--- src/rtl/hazard_stall_ctrl_pkg.sv ---
// ---------------------------------------------------------------------------
// hazard_pkg: shared types and constants for the pipeline hazard sequencer.
//   hz_state_t  : sequencer state (RUN, MEM_WAIT, ERR)
//   pipe_ctrl_t : per-pipe-register control pair {en, flush}
//   PIPE_*      : canned control pairs used by the sequencer
// Optional feature macro used by the files that import this package:
//   HAZARD_PERF_EN (performance counters).
// ---------------------------------------------------------------------------
package hazard_pkg;

    localparam int REG_ADDR_W_DEFAULT = 5;

    typedef enum logic [1:0] {
        RUN      = 2'd0,
        MEM_WAIT = 2'd1,
        ERR      = 2'd2
    } hz_state_t;

    typedef struct packed {
        logic en;
        logic flush;
    } pipe_ctrl_t;

    // Normal advance.
    localparam pipe_ctrl_t PIPE_RUN    = '{en: 1'b1, flush: 1'b0};
    // Hold contents (frozen pipeline).
    localparam pipe_ctrl_t PIPE_HOLD   = '{en: 1'b0, flush: 1'b0};
    // Load a bubble on the next edge.
    localparam pipe_ctrl_t PIPE_BUBBLE = '{en: 1'b1, flush: 1'b1};
    // Value presented while reset is asserted.
    localparam pipe_ctrl_t PIPE_RESET  = '{en: 1'b0, flush: 1'b1};

endpackage

--- src/rtl/hazard_stall_ctrl_if.sv ---
// ---------------------------------------------------------------------------
// hazard_stall_ctrl_if: bundle between the datapath and the hazard sequencer.
//   master modport : datapath side (drives hazard inputs, receives controls)
//   slave modport  : sequencer side
// Inputs : id_rs1/id_rs2/id_use_rs1/id_use_rs2, ex_mem_read, ex_rd,
//          mem_branch_taken, dmem_req, dmem_ready
// Outputs: pc_en, pc_sel_branch, *_en, *_flush, mem_wait, mem_timeout_err,
//          stall_cycles/flush_events (only when HAZARD_PERF_EN is defined)
// ---------------------------------------------------------------------------
interface hazard_stall_ctrl_if
    import hazard_pkg::*;
#(
    parameter int REG_ADDR_W = REG_ADDR_W_DEFAULT
`ifdef HAZARD_PERF_EN
    , parameter int CNT_W = 32
`endif
);
    logic [REG_ADDR_W-1:0] id_rs1;
    logic [REG_ADDR_W-1:0] id_rs2;
    logic                  id_use_rs1;
    logic                  id_use_rs2;
    logic                  ex_mem_read;
    logic [REG_ADDR_W-1:0] ex_rd;
    logic                  mem_branch_taken;
    logic                  dmem_req;
    logic                  dmem_ready;

    logic pc_en;
    logic pc_sel_branch;
    logic if_id_en;
    logic id_ex_en;
    logic ex_mem_en;
    logic mem_wb_en;
    logic if_id_flush;
    logic id_ex_flush;
    logic ex_mem_flush;
    logic mem_wait;
    logic mem_timeout_err;
`ifdef HAZARD_PERF_EN
    logic [CNT_W-1:0] stall_cycles;
    logic [CNT_W-1:0] flush_events;
`endif

    modport master (
        output id_rs1, id_rs2, id_use_rs1, id_use_rs2, ex_mem_read, ex_rd,
               mem_branch_taken, dmem_req, dmem_ready,
        input  pc_en, pc_sel_branch, if_id_en, id_ex_en, ex_mem_en, mem_wb_en,
               if_id_flush, id_ex_flush, ex_mem_flush, mem_wait, mem_timeout_err
`ifdef HAZARD_PERF_EN
               , stall_cycles, flush_events
`endif
    );

    modport slave (
        input  id_rs1, id_rs2, id_use_rs1, id_use_rs2, ex_mem_read, ex_rd,
               mem_branch_taken, dmem_req, dmem_ready,
        output pc_en, pc_sel_branch, if_id_en, id_ex_en, ex_mem_en, mem_wb_en,
               if_id_flush, id_ex_flush, ex_mem_flush, mem_wait, mem_timeout_err
`ifdef HAZARD_PERF_EN
               , stall_cycles, flush_events
`endif
    );

endinterface

--- src/rtl/hazard_stall_ctrl_load_use_detect.sv ---
// ---------------------------------------------------------------------------
// load_use_detect: combinational load-use hazard detector.
//   Raises stall_req when the instruction in EX is a load writing a non-zero
//   register that the instruction in ID actually reads (rs1 or rs2).
// Ports: id_rs1, id_rs2, id_use_rs1, id_use_rs2, ex_mem_read, ex_rd (in),
//        stall_req (out)
// ---------------------------------------------------------------------------
module load_use_detect
    import hazard_pkg::*;
#(
    parameter int REG_ADDR_W = REG_ADDR_W_DEFAULT
) (
    input  logic [REG_ADDR_W-1:0] id_rs1,
    input  logic [REG_ADDR_W-1:0] id_rs2,
    input  logic                  id_use_rs1,
    input  logic                  id_use_rs2,
    input  logic                  ex_mem_read,
    input  logic [REG_ADDR_W-1:0] ex_rd,
    output logic                  stall_req
);

    logic [REG_ADDR_W-1:0] src_reg [2];
    logic [1:0]            src_use;
    logic [1:0]            src_hit;

    assign src_reg[0] = id_rs1;
    assign src_reg[1] = id_rs2;
    assign src_use    = {id_use_rs2, id_use_rs1};

    generate
        for (genvar gi = 0; gi < 2; gi++) begin : g_src
            assign src_hit[gi] = src_use[gi] && (src_reg[gi] == ex_rd);
        end
    endgenerate

    // x0 is hardwired to zero, so a load targeting it never creates a hazard.
    assign stall_req = ex_mem_read && (ex_rd != '0) && (|src_hit);

endmodule

--- src/rtl/hazard_stall_ctrl.sv ---
// ---------------------------------------------------------------------------
// hazard_stall_ctrl: central pipeline sequencer for the 5-stage RV32 core.
//   Resolves memory freezes (with timeout), taken-branch flushes and
//   load-use stalls, in that priority order.
// Ports: clk, rst (asynchronous, active high), bus (hazard_stall_ctrl_if.slave)
// Optional feature: define HAZARD_PERF_EN to add the stall_cycles and
//   flush_events performance counters (CNT_W bits, wrapping).
// Controls are combinational from the registered state and current inputs.
// ---------------------------------------------------------------------------
module hazard_stall_ctrl
    import hazard_pkg::*;
#(
    parameter int REG_ADDR_W  = REG_ADDR_W_DEFAULT,
    parameter int MEM_TIMEOUT = 16
`ifdef HAZARD_PERF_EN
    , parameter int CNT_W = 32
`endif
) (
    input  logic               clk,
    input  logic               rst,
    hazard_stall_ctrl_if.slave bus
);

    // Must hold the value MEM_TIMEOUT reached on the cycle that enters ERR.
    localparam int WAIT_W = $clog2(MEM_TIMEOUT + 1);

    hz_state_t         state_q, state_d;
    logic [WAIT_W-1:0] wait_cnt_q, wait_cnt_d;

    logic       load_use;
    logic       freeze;
    logic       run_eval;
    logic       err_c;
    logic       pc_en_c;
    logic       pc_sel_c;
    logic       mem_wb_en_c;
    logic       mem_wait_c;
    pipe_ctrl_t if_id_c, id_ex_c, ex_mem_c;

    load_use_detect #(.REG_ADDR_W(REG_ADDR_W)) u_load_use_detect (
        .id_rs1      (bus.id_rs1),
        .id_rs2      (bus.id_rs2),
        .id_use_rs1  (bus.id_use_rs1),
        .id_use_rs2  (bus.id_use_rs2),
        .ex_mem_read (bus.ex_mem_read),
        .ex_rd       (bus.ex_rd),
        .stall_req   (load_use)
    );

    // Next-state logic; run_eval marks cycles handled by the RUN priority
    // chain (including the MEM_WAIT release cycle).
    always_comb begin
        state_d    = state_q;
        wait_cnt_d = wait_cnt_q;
        freeze     = 1'b0;
        run_eval   = 1'b0;
        err_c      = 1'b0;
        case (state_q)
            RUN: begin
                if (bus.dmem_req && !bus.dmem_ready) begin
                    freeze     = 1'b1;
                    state_d    = MEM_WAIT;
                    wait_cnt_d = WAIT_W'(1);
                end else begin
                    run_eval = 1'b1;
                end
            end
            MEM_WAIT: begin
                if (!bus.dmem_ready) begin
                    freeze     = 1'b1;
                    wait_cnt_d = wait_cnt_q + 1'b1;
                    if (wait_cnt_q == WAIT_W'(MEM_TIMEOUT - 1)) begin
                        state_d = ERR;
                    end
                end else begin
                    run_eval   = 1'b1;
                    state_d    = RUN;
                    wait_cnt_d = '0;
                end
            end
            ERR: begin
                freeze = 1'b1;
                err_c  = 1'b1;
            end
            default: begin
                freeze     = 1'b1;
                state_d    = RUN;
                wait_cnt_d = '0;
            end
        endcase
    end

    // Output logic: freeze > branch flush > load-use stall > default.
    always_comb begin
        pc_en_c     = 1'b1;
        pc_sel_c    = 1'b0;
        mem_wb_en_c = 1'b1;
        mem_wait_c  = 1'b0;
        if_id_c     = PIPE_RUN;
        id_ex_c     = PIPE_RUN;
        ex_mem_c    = PIPE_RUN;
        if (freeze) begin
            pc_en_c     = 1'b0;
            mem_wb_en_c = 1'b0;
            mem_wait_c  = 1'b1;
            if_id_c     = PIPE_HOLD;
            id_ex_c     = PIPE_HOLD;
            ex_mem_c    = PIPE_HOLD;
        end else if (run_eval && bus.mem_branch_taken) begin
            // The branch squashes a co-incident load-use victim as well.
            pc_sel_c = 1'b1;
            if_id_c  = PIPE_BUBBLE;
            id_ex_c  = PIPE_BUBBLE;
            ex_mem_c = PIPE_BUBBLE;
        end else if (run_eval && load_use) begin
            pc_en_c = 1'b0;
            if_id_c = PIPE_HOLD;
            id_ex_c = PIPE_BUBBLE;
        end
        if (rst) begin
            pc_en_c     = 1'b0;
            pc_sel_c    = 1'b0;
            mem_wb_en_c = 1'b0;
            mem_wait_c  = 1'b0;
            if_id_c     = PIPE_RESET;
            id_ex_c     = PIPE_RESET;
            ex_mem_c    = PIPE_RESET;
        end
    end

    assign bus.pc_en           = pc_en_c;
    assign bus.pc_sel_branch   = pc_sel_c;
    assign bus.if_id_en        = if_id_c.en;
    assign bus.id_ex_en        = id_ex_c.en;
    assign bus.ex_mem_en       = ex_mem_c.en;
    assign bus.mem_wb_en       = mem_wb_en_c;
    assign bus.if_id_flush     = if_id_c.flush;
    assign bus.id_ex_flush     = id_ex_c.flush;
    assign bus.ex_mem_flush    = ex_mem_c.flush;
    assign bus.mem_wait        = mem_wait_c;
    assign bus.mem_timeout_err = err_c && !rst;

    always_ff @(posedge clk or posedge rst) begin
        if (rst) begin
            state_q    <= RUN;
            wait_cnt_q <= '0;
        end else begin
            state_q    <= state_d;
            wait_cnt_q <= wait_cnt_d;
        end
    end

`ifdef HAZARD_PERF_EN
    logic [CNT_W-1:0] stall_cycles_q, stall_cycles_d;
    logic [CNT_W-1:0] flush_events_q, flush_events_d;

    always_comb begin
        stall_cycles_d = stall_cycles_q + CNT_W'(!pc_en_c);
        flush_events_d = flush_events_q + CNT_W'(pc_sel_c);
    end

    always_ff @(posedge clk or posedge rst) begin
        if (rst) begin
            stall_cycles_q <= '0;
            flush_events_q <= '0;
        end else begin
            stall_cycles_q <= stall_cycles_d;
            flush_events_q <= flush_events_d;
        end
    end

    assign bus.stall_cycles = stall_cycles_q;
    assign bus.flush_events = flush_events_q;
`endif

endmodule

--- src/flat_wrapper.sv ---
// flat-port wrapper written by rule: the top's interface ports become plain ports
module hazard_stall_ctrl_flat import hazard_pkg::*;
#(
    parameter int REG_ADDR_W  = REG_ADDR_W_DEFAULT,
    parameter int MEM_TIMEOUT = 16

)
  (clk, rst, bus_id_rs1, bus_id_rs2, bus_id_use_rs1, bus_id_use_rs2, bus_ex_mem_read, bus_ex_rd, bus_mem_branch_taken, bus_dmem_req, bus_dmem_ready, bus_pc_en, bus_pc_sel_branch, bus_if_id_en, bus_id_ex_en, bus_ex_mem_en, bus_mem_wb_en, bus_if_id_flush, bus_id_ex_flush, bus_ex_mem_flush, bus_mem_wait, bus_mem_timeout_err);
  hazard_stall_ctrl_if #(.REG_ADDR_W(REG_ADDR_W)) bus_i ();
  input  logic clk;
  input  logic rst;
  input wire logic [$bits(bus_i.id_rs1)-1:0] bus_id_rs1;
  input wire logic [$bits(bus_i.id_rs2)-1:0] bus_id_rs2;
  input wire logic [$bits(bus_i.id_use_rs1)-1:0] bus_id_use_rs1;
  input wire logic [$bits(bus_i.id_use_rs2)-1:0] bus_id_use_rs2;
  input wire logic [$bits(bus_i.ex_mem_read)-1:0] bus_ex_mem_read;
  input wire logic [$bits(bus_i.ex_rd)-1:0] bus_ex_rd;
  input wire logic [$bits(bus_i.mem_branch_taken)-1:0] bus_mem_branch_taken;
  input wire logic [$bits(bus_i.dmem_req)-1:0] bus_dmem_req;
  input wire logic [$bits(bus_i.dmem_ready)-1:0] bus_dmem_ready;
  output wire logic [$bits(bus_i.pc_en)-1:0] bus_pc_en;
  output wire logic [$bits(bus_i.pc_sel_branch)-1:0] bus_pc_sel_branch;
  output wire logic [$bits(bus_i.if_id_en)-1:0] bus_if_id_en;
  output wire logic [$bits(bus_i.id_ex_en)-1:0] bus_id_ex_en;
  output wire logic [$bits(bus_i.ex_mem_en)-1:0] bus_ex_mem_en;
  output wire logic [$bits(bus_i.mem_wb_en)-1:0] bus_mem_wb_en;
  output wire logic [$bits(bus_i.if_id_flush)-1:0] bus_if_id_flush;
  output wire logic [$bits(bus_i.id_ex_flush)-1:0] bus_id_ex_flush;
  output wire logic [$bits(bus_i.ex_mem_flush)-1:0] bus_ex_mem_flush;
  output wire logic [$bits(bus_i.mem_wait)-1:0] bus_mem_wait;
  output wire logic [$bits(bus_i.mem_timeout_err)-1:0] bus_mem_timeout_err;
  assign bus_i.id_rs1 = bus_id_rs1;
  assign bus_i.id_rs2 = bus_id_rs2;
  assign bus_i.id_use_rs1 = bus_id_use_rs1;
  assign bus_i.id_use_rs2 = bus_id_use_rs2;
  assign bus_i.ex_mem_read = bus_ex_mem_read;
  assign bus_i.ex_rd = bus_ex_rd;
  assign bus_i.mem_branch_taken = bus_mem_branch_taken;
  assign bus_i.dmem_req = bus_dmem_req;
  assign bus_i.dmem_ready = bus_dmem_ready;
  assign bus_pc_en = bus_i.pc_en;
  assign bus_pc_sel_branch = bus_i.pc_sel_branch;
  assign bus_if_id_en = bus_i.if_id_en;
  assign bus_id_ex_en = bus_i.id_ex_en;
  assign bus_ex_mem_en = bus_i.ex_mem_en;
  assign bus_mem_wb_en = bus_i.mem_wb_en;
  assign bus_if_id_flush = bus_i.if_id_flush;
  assign bus_id_ex_flush = bus_i.id_ex_flush;
  assign bus_ex_mem_flush = bus_i.ex_mem_flush;
  assign bus_mem_wait = bus_i.mem_wait;
  assign bus_mem_timeout_err = bus_i.mem_timeout_err;
  hazard_stall_ctrl #(.REG_ADDR_W(REG_ADDR_W), .MEM_TIMEOUT(MEM_TIMEOUT)) u_core (.clk(clk), .rst(rst), .bus(bus_i));
endmodule
--- config.mk ---
export PLATFORM = sky130hd
export DESIGN_NAME = hazard_stall_ctrl_flat
export DESIGN_NICKNAME = d
export VERILOG_FILES = /design/src/rtl/hazard_stall_ctrl_pkg.sv /design/src/rtl/hazard_stall_ctrl_if.sv /design/src/rtl/hazard_stall_ctrl_load_use_detect.sv /design/src/rtl/hazard_stall_ctrl.sv /design/src/flat_wrapper.sv
export SDC_FILE = /design/constraint.sdc
export NUM_CORES = 1
export LEC_CHECK = 0
export ABC_AREA = 0
export CAP_MARGIN = 20
export CORE_MARGIN = 2
export CORE_UTILIZATION = 36
export CTS_CLUSTER_SIZE = 12
export DETAILED_ROUTE_END_ITERATION = 6
export PLACE_DENSITY_LB_ADDON = 0.3
export SETUP_SLACK_MARGIN = 0.1
export SLEW_MARGIN = 20
export SYNTH_ARGS = -nofsm -noshare
export SYNTH_HDL_FRONTEND = slang
export SYNTH_SLANG_ARGS = --single-unit
--- constraint.sdc ---
create_clock -name clk -period 2.1 [get_ports clk]
set_input_delay 0.42 -clock clk [delete_from_list [all_inputs] [get_ports clk]]
set_output_delay 0.42 -clock clk [all_outputs]
set_load 0.01 [all_outputs]
; After elaboration in Yosys (flattened, before gate mapping)
; Cells that the tools add are included.
[word_totals]
mem_bits_rw = 0
regBits = 7
rom_bits = 0
mem_count = 0
wordCells = 62
out_inout_bits = 11
in_bits = 23
latch_bits = 0
[op_classes]
eq_ne = 7
mul = 0
reduce_logical = 15
n_lt_le_gt_ge = 0
muxes = 36
addsub = 1
bitwise_logic = 1
n_div = 0
shifts = 0
[ops]
columns = op, count
row1 = $mux W2, 12
row2 = $mux W1, 18
row3 = $pmux W5 S3, 1
row4 = $eq A5 B5 Y1, 2
row5 = $mux W5, 2
row6 = $logic_and A1 B1 Y1, 8
row7 = $pmux W2 S3, 1
row8 = $add A5 B1 Y5 const B, 1
row9 = $eq A5 B4 Y1 const B, 1
row10 = $reduce_bool A5 Y1, 1
row11 = $pmux W1 S2, 2
row12 = $ne A3 B2 Y1 const B, 1
row13 = $reduce_and A3 Y1, 1
row14 = $eq A2 B1 Y1 const B, 1
row15 = $eq A2 B2 Y1 const B, 1
row16 = $logic_not A1 Y1, 2
row17 = $logic_not A2 Y1, 1
row18 = $ne A2 B1 Y1 const B, 1
row19 = $reduce_and A2 Y1, 1
row20 = $reduce_or A2 Y1, 1
row21 = $not A1 Y1, 1

; Depth between registers and ports, before layout
; Gate-level depths: netlist (run 1).
[depth]
word_depth = 9
depth_mapped = 5
ltp_nobuf = 5

; Hierarchy
; From an unflattened synthesis (run 1), not the netlist that was laid out.
[hier_totals]
hier_cells = 66
hier_area_um2 = 566.8
[modules_own_cells]
columns = module, seq_area_each_um2, n_inst, area_each_um2, cells_per_inst
row1 = hazard_stall_ctrl, 175.2, 1, 432.9, 49
row2 = load_use_detect, 0.0, 1, 133.9, 17

; Worst setup path before layout (run 1)
; OpenSTA, ideal clock, no wires.
[synth_path]
kind = input-to-output
start = in bus_ex_rd[4]
end = out bus_pc_en
path_buffers = 1
arrival_ps = 1440
required_time_ps = 1680
slack_ps = 240
path_stages = 5
path_cell_list = xor2_1 -> nor4_2 -> a32oi_1 -> o31a_1 -> buf_4
[synth_between]
elab_chain_len = 9
word_cells_on_any_way = 13
cone_classes = eq/ne (2) / mux (4) / reduce/logical (7)
[synth_rtl]
columns = element, line_no
row1 = from (decl), flat_wrapper.sv:17  ; input wire logic [$bits(bus_i.ex_rd)-1:0] bus_ex_rd;
row2 = $eq A5 B5 Y1, hazard_stall_ctrl_load_use_detect.sv:32  ; assign src_hit[gi] = src_use[gi] && (src_reg[gi] == ex_rd);
row3 = $logic_and A1 B1 Y1, hazard_stall_ctrl_load_use_detect.sv:32
row4 = $reduce_or A2 Y1, hazard_stall_ctrl_load_use_detect.sv:37  ; assign stall_req = ex_mem_read && (ex_rd != '0) && (|src_hit);
row5 = $logic_and A1 B1 Y1 (*), hazard_stall_ctrl_load_use_detect.sv:37
row6 = $logic_and A1 B1 Y1 (*), hazard_stall_ctrl.sv:115  ; end else if (run_eval && load_use) begin
row7 = $mux W1 (*), hazard_stall_ctrl.sv:115
row8 = $mux W1 (*), hazard_stall_ctrl.sv:109  ; end else if (run_eval && bus.mem_branch_taken) begin
row9 = $mux W1 (*), hazard_stall_ctrl.sv:102  ; if (freeze) begin
row10 = $mux W1 (*), hazard_stall_ctrl.sv:120  ; if (rst) begin
row11 = to (decl), flat_wrapper.sv:21  ; output wire logic [$bits(bus_i.pc_en)-1:0] bus_pc_en;
; Every way passes the cells marked *; elsewhere a longest branch is shown, timed or not.

; Worst setup path after layout (run 1)
[layout_path]
start = in bus_id_rs1[2]
end = out bus_if_id_en
[layout_between]
elab_chain_len = 9
[layout_rtl]
columns = element, line_no
row1 = from (decl), flat_wrapper.sv:12  ; input wire logic [$bits(bus_i.id_rs1)-1:0] bus_id_rs1;
row2 = $eq A5 B5 Y1, hazard_stall_ctrl_load_use_detect.sv:32
row3 = $logic_and A1 B1 Y1, hazard_stall_ctrl_load_use_detect.sv:32
row4 = $reduce_or A2 Y1, hazard_stall_ctrl_load_use_detect.sv:37
row5 = $logic_and A1 B1 Y1, hazard_stall_ctrl_load_use_detect.sv:37
row6 = $logic_and A1 B1 Y1, hazard_stall_ctrl.sv:115
row7 = $mux W2, hazard_stall_ctrl.sv:115
row8 = $mux W2, hazard_stall_ctrl.sv:109
row9 = $mux W2, hazard_stall_ctrl.sv:102
row10 = $mux W2, hazard_stall_ctrl.sv:120
row11 = to (decl), flat_wrapper.sv:23  ; output wire logic [$bits(bus_i.if_id_en)-1:0] bus_if_id_en;
; No other way between the ends.

==> qor.yml, run 1 <==
status:
  status: "finished clean"
timing:
  max_slew_margin_pct: 77.8
  finalSetupViolations: 0
  holdWs_ns: 0.426
  finalCritPeriodShare_pct: 96.2
  hold_viol_final: 0
  grt_setup_unrepaired: "true"
  clock_skew_ns: 0.00313
  fin_crit_ns: 2.02
  drv_slew: 0
  fmax_mhz: 495
  tightest_slew_ns: 0.331
global_routing:
  grt_max_degree: 14
  grt-ovfl-total: 0
  antenna_found_initial: 0
  grt_pass1_wl_mm: 2.60
  grt_usage_pct: 19.0
  grt_pass1_vias: 646
worst_setup_path:
  endpoint_kind: "primary output"
  path_class: "primary input to primary output"
  cp-start-kind: "primary input"
  cp.arrival_ns: 1.60
  cpPeakStageDelay_ns: 0.31
  crit_chain: "clkdlybuf4s15_1 -> xor2_1 -> nor4_1 -> a32oi_1 -> o31a_1 -> buf_2"
  cpLargestDelayFamily: "compound AO/OA/AOI/OAI gates"
  r2r-start: "u_core.wait_cnt_q[0]"
  crit_start: "bus_id_rs1[2]"
  worst-path-max-fanout: 2
  cp_data_required_time_ns: 1.68
  path_buf_inv: 2
  crit_slowest_cell: "o31a_1"
worst_hold_path:
  hold_path.class: "primary input to async pin"
synthesis:
  synthCells: 65
  yosysWarnings: 0
  synth_edf_count: 0
  synth_top_area_share_pct: 31.4
  synth_nets: 90
  synth_area_um2: 558
  yosysSeqAreaShare_pct: 31.4
  ys_ff_latch: 7
  yosysTopAreaCell: "dfrtp_1"
  synth_area_leaders: "dfrtp_1 31%, xor2_1 14%, buf_4 5.4%"
  synth_most_common_cell: "xor2_1"
  async_flop_share_pct: 100
  synth_flop_cell: "dfrtp_1"
  synth_area_per_cell_um2: 8.59
  yosysUniqueCellTypes: 27
  yosys-top-cells-count: "9 x xor2_1, 7 x dfrtp_1, 6 x nand2_1"
drt:
  via_count: 609
  routed_wl_mm: 1.56
  drc_errors: 0
  initialDrtViolationCount: 7
  firstDrtPassIters: 4
  wl_per_cell_um: 13.0
  viasPerCell: 5.08
  antenna_left: 0
clock_tree:
  cts_htree_levels: 1
  numCtsBuffers: 3
  cts_sinks: 7
  hold_buffers: 0
  root_buffer: "clkbuf_4"
  path_clk_slew_ns: 0.06
  clock_path_buffers: 2
  clock_latency_ns: 0.26
  tritoncts: "yes"
placement:
  place.gp.congestion: 0.809
  placed_cells: 115
  postPlaceCellArea_um2: 920
  io_buffers: 33
  dpl.hpwl_mm: 1.29
final_layout:
  drive_gt1_share_pct: 27.9
  finalNonFillerCells: 120
  num_antenna_cells: 0
  fill_cells: 139
  area_delta_synth_final_pct: 66.8
  final_area_um2: 931
  fin_nets: 130
die:
  core_um2: 1470
  ios: 34
  start_util_pct: 37.9
  die_h_um: 43.4
  die-area_um2: 1880
  placementRows: 14
  fp.dieW_um: 43.4
power_and_ir_drop:
  leakage_uw: 0.000444
  irDropWorstVdd_mv: 0.358
  cellPowerDensity_nw_per_um2: 455
flow_run:
  drv_cap: 0
what timing repair did:
action | in CTS | in global routing
pin swaps | 14 | 6
setup buffers | 1 | 0
setup endpoints to repair | 11 | 3
gates resized for setup | 61 | 14
flip-flops by register name (all words and copies together) (netlist names):
register           cells
u_core.wait_cnt_q      5
u_core.state_q         2
layer usage:
metal,track usage [%],vias up,part of all wire (%)
met5,0,-,0
met4,6.67,0,1.0
met3,6.67,2,3.3
met2,35.2,20,58
met1,19.6,288,37
li1,-,299,-
cells by family (layout without fill, tap and decap cells):
| family | Yosys count | after routing | share of synthesized area (%) |
|---|---|---|---|
| AOI/OAI and AO/OA | 13 | 13 | 14.1 |
| xor gates and xnor gates | 12 | 12 | 18.8 |
| adders and majority gates | 2 | 2 | 4.48 |
| buffers and inverters | 8 | 47 | 8.07 |
| DFF | 7 | 7 | 31.4 |
| muxes | 1 | 1 | 1.79 |
| and+or+nand+nor | 22 | 22 | 21.3 |
path summary, 6_finish.rpt:
kind	end	slack, ns	depth (start not counted)
worst max-delay path	bus_if_id_en	0.08	6
max in group asynchronous	u_core.wait_cnt_q[4]	1.55	4
worst min register to register	u_core.wait_cnt_q[4]	0.55	2
min in group clk	u_core.wait_cnt_q[4]	0.55	2
worst max register to register	u_core.wait_cnt_q[4]	0.65	5
worst min-delay path	u_core.state_q[1]	0.43	4
power breakdown:
part	switching (uW)	internal [uW]
Clock	54.1	72.8
Combinational	65.0	77.5
Sequential	9.88	144
worst reg2reg max path, cell delays in order, from the launching register on:
cell      delay (ns)
dfrtp_1         0.43
ha_1            0.25
and3_1          0.20
ha_1            0.26
nand3b_1        0.15
o21ai_0         0.09
per-stage QoR:
stage | setup TNS [ns] | worst slack [ns] | utilization (%) | power, uW
after floorplan | 0 | 0.240 | - | 222
after global placement | -3.50 | -0.594 | 62.5 | 307
after detailed placement | -3.63 | -0.631 | 62.5 | 315
after CTS | 0 | 0.0996 | 61.2 | 426
after global routing | 0 | 0.0207 | 63.3 | 451
final | 0 | 0.0790 | 63.3 | 424
placed cells by master, fill, tap and decap left out, types with 2 or more instances in the layout:
cell | synthesis | layout
xor2_2 | 0 | 3
nand3_1 | 3 | 3
buf_4 | 4 | 7
xor2_1 | 9 | 6
dfrtp_1 | 7 | 7
a21oi_1 | 2 | 2
clkdlybuf4s50_1 | 0 | 4
and3_1 | 2 | 2
ha_1 | 2 | 2
xnor2_1 | 3 | 3
clkdlybuf4s15_1 | 0 | 2
dlygate4sd2_1 | 0 | 16
o21ai_0 | 4 | 4
inv_1 | 3 | 3
nor2_1 | 3 | 3
o22ai_1 | 3 | 2
nand2_1 | 6 | 6
buf_2 | 0 | 8
clkbuf_4 | 0 | 3
and2_1 | 1 | 2
cell type report:
type / instances / area (um2) / share of cell area [%]
Clock buffer: 4 / 26.3 / 2.82
Inverter: 3 / 11.3 / 1.21
Multi-Input combinational cell: 50 / 374 / 40.2
Sequential cell: 7 / 175 / 18.8
Tap cell: 16 / 20.0 / 2.15
Timing Repair Buffer: 40 / 324 / 34.8
No activity file was read; power rests on OpenSTA's default activity.
==> inputs of run 2 (changes only) <==
==> constraint.sdc (replaced) <==
create_clock -name clk -period 2.1 [get_ports clk]
set_input_delay 0.42 -clock clk [delete_from_list [all_inputs] [get_ports clk]]
set_output_delay 0.42 -clock clk [all_outputs]
set_load 0.1 [all_outputs]
==> qor.yml, run 2 (synthesis gave the netlist of run 1 again) <==
final_layout:
  largestRegisters: "u_core.wait_cnt_q x5, u_core.state_q x2"
  final_area_um2: 1170  # +26%
  regMostFlops: "u_core.wait_cnt_q"
  final_cell_mix: "11 x buf_12, 9 x xor2_1, 8 x dlygate4sd2_1, 8 x buf_4, 7 x dfrtp_1"
  area_delta_synth_final_pct: 111
  num_antenna_cells: 0  # unchanged
  final_common_cell: "buf_12"
  largest_reg_flops: 5  # unchanged
  utilization_pct: 79.8  # +17 points
  drive_gt1_share_pct: 41.1  # +13 points
  fin_nets: 133  # +2.3%
timing:
  fmax_mhz: 452  # -8.7%
  final.setup.tns_ns: -0.323  # -0.323 ns
  drv_slew: 0  # unchanged
  grt_setup_unrepaired: "true"
  postLayoutSetupSlackWorst_ns: -0.114  # -0.193 ns
  tightest_slew_ns: 0.399  # +0.0678 ns
  finalCritPeriodShare_pct: 105  # +9.2 points
  max_slew_margin_pct: 73.3  # -4.5 points
  holdWs_ns: 0.279  # -0.146 ns
  clock_skew_ns: 0.000367  # -0.00276 ns
  finalSetupViolations: 3  # +3
  hold_viol_final: 0  # unchanged
  fin_crit_ns: 2.21  # +0.193 ns
status:
  violations: "setup timing"
  status: "finished, violations left"
clock_tree:
  root_buffer: "clkbuf_4"
  clock_path_buffers: 2  # unchanged
  path_clk_slew_ns: 0.05  # about the same
  hold_buffers: 0  # unchanged
  cts_sinks: 7  # unchanged
  tritoncts: "yes"
  clock_latency_ns: 0.25  # about the same
  cts_htree_levels: 1  # unchanged
  numCtsBuffers: 3  # unchanged
die:
  die_h_um: 43.4  # unchanged
  die-area_um2: 1880  # unchanged
  fp.dieW_um: 43.4  # unchanged
  ios: 34  # unchanged
  placementRows: 14  # unchanged
  start_util_pct: 37.9  # unchanged
  core_um2: 1470  # unchanged
worst_setup_path:
  endpoint_kind: "primary output"
  cp-start-kind: "primary input"
  path_class: "primary input to primary output"
  cp_data_required_time_ns: 1.68  # about the same
  cp.arrival_ns: 1.79  # +0.19 ns
  worst-path-max-fanout: 2  # unchanged
placement:
  dp_slack_ns: -0.441  # +0.190 ns
  place.gp.congestion: 0.746  # -7.8%
  dpl.hpwl_mm: 1.34  # +4.2%
  io_buffers: 33  # unchanged
  postPlaceCellArea_um2: 1120  # +22%
drt:
  initialDrtViolationCount: 7  # unchanged
  drc_errors: 0  # unchanged
  firstDrtPassIters: 4  # unchanged
  wl_per_cell_um: 13.8  # +6.2%
  routed_wl_mm: 1.70  # +8.8%
  antenna_left: 0  # unchanged
  via_count: 606  # -0.49%
  viasPerCell: 4.93  # -2.9%
power_and_ir_drop:
  cellPowerDensity_nw_per_um2: 504  # +11%
  seqPwrFrac_pct: 25.9  # -10 points
  p_int_uw: 351  # +19%
  power_switching_uw: 241  # +87%
  irDropWorstVdd_mv: 0.408  # +14%
  power_frac_comb_pct: 53.3  # +20 points
  clkPwrFrac_pct: 20.8  # -9.2 points
  p_sw_share_pct: 40.7  # +10 points
  leakage_uw: 0.000524  # +18%
worst_hold_path:
  hold_path.class: "primary input to async pin"
global_routing:
  grt_pass1_wl_mm: 2.76  # +6.1%
  grt_pass1_vias: 607  # -6.0%
  grt-ovfl-total: 0  # unchanged
  antenna_found_initial: 0  # unchanged
  grt_max_degree: 14  # unchanged
  grt_usage_pct: 19.9  # +0.95 points
flow_run:
  drv_cap: 0  # unchanged
==> run 2: changes by cell type in the layout (fill, tap and decap cells not counted), sizes merged <==
cell and delta:
clkbuf -1, dlygate4sd2 -8, clkdlybuf4s15 +1, buf +9, dlymetal6s2s +1, clkdlybuf4s50 +1
==> run 2: worst max-delay path, stage by stage <==
cell	delay (ns)
buf_8	0.10
buf_6	0.10
xor2_1	0.15
nor4_2	0.33
a32oi_2	0.18
o31a_4	0.33
buf_12	0.17
==> run 2: cell type report <==
type / instances / area, um2
fillers: 106 / 297
multi-input cells: 50 / 440
flip-flops and latches: 7 / 175
repair buffers: 43 / 502
well taps: 16 / 20.0
clock buffers: 4 / 26.3
inverters: 3 / 11.3
==> run 2: what timing repair did <==
| action | in CTS | in global routing |
|---|---|---|
| pin swaps | 15 | 5 |
| resized for setup | 45 | 1 |
| buffers inserted | 1 | 0 |
| endpoints found under the setup margin | 8 | 9 |
==> run 2: per-layer routing <==
layer | routed length, um | GRT usage (%) | up-vias
li1 | - | - | 308
met2 | 841 | 35.2 | 21
met3 | 54 | 2.92 | 2
met1 | 784 | 24.6 | 275
met5 | 0 | 0 | -
met4 | 19 | 7.27 | 0
==> run 2: final timing paths <==
check | startpoint | endpoint | cells after the start | slack (ns)
setup / recovery | bus_ex_rd[2] | bus_if_id_en | 7 | -0.11
hold / removal | rst | u_core.state_q[1] | 3 | 0.28
setup reg to reg | u_core.wait_cnt_q[0] | u_core.wait_cnt_q[4] | 5 | 0.69
hold reg to reg | u_core.wait_cnt_q[0] | u_core.wait_cnt_q[0] | 1 | 0.52
max in group asynchronous | rst | u_core.wait_cnt_q[1] | 3 | 1.70
min in group clk | u_core.wait_cnt_q[0] | u_core.wait_cnt_q[0] | 1 | 0.52
==> run 2: metrics by stage <==
| stage | std cells | power [uW] |
|---|---|---|
| floorplan | 65 | 342 |
| global placement | 118 | 466 |
| finish | 123 | 592 |
| CTS | 123 | 597 |
| detailed placement | 118 | 470 |
| global route | 123 | 617 |
==> run 2: power groups by stage <==
stage	clock [uW]	combinational [uW]	sequential, uW
finish	123	315	154
global route	133	329	155
CTS	128	316	153
detailed placement	0	314	156
global placement	0	311	155
floorplan	0	188	154
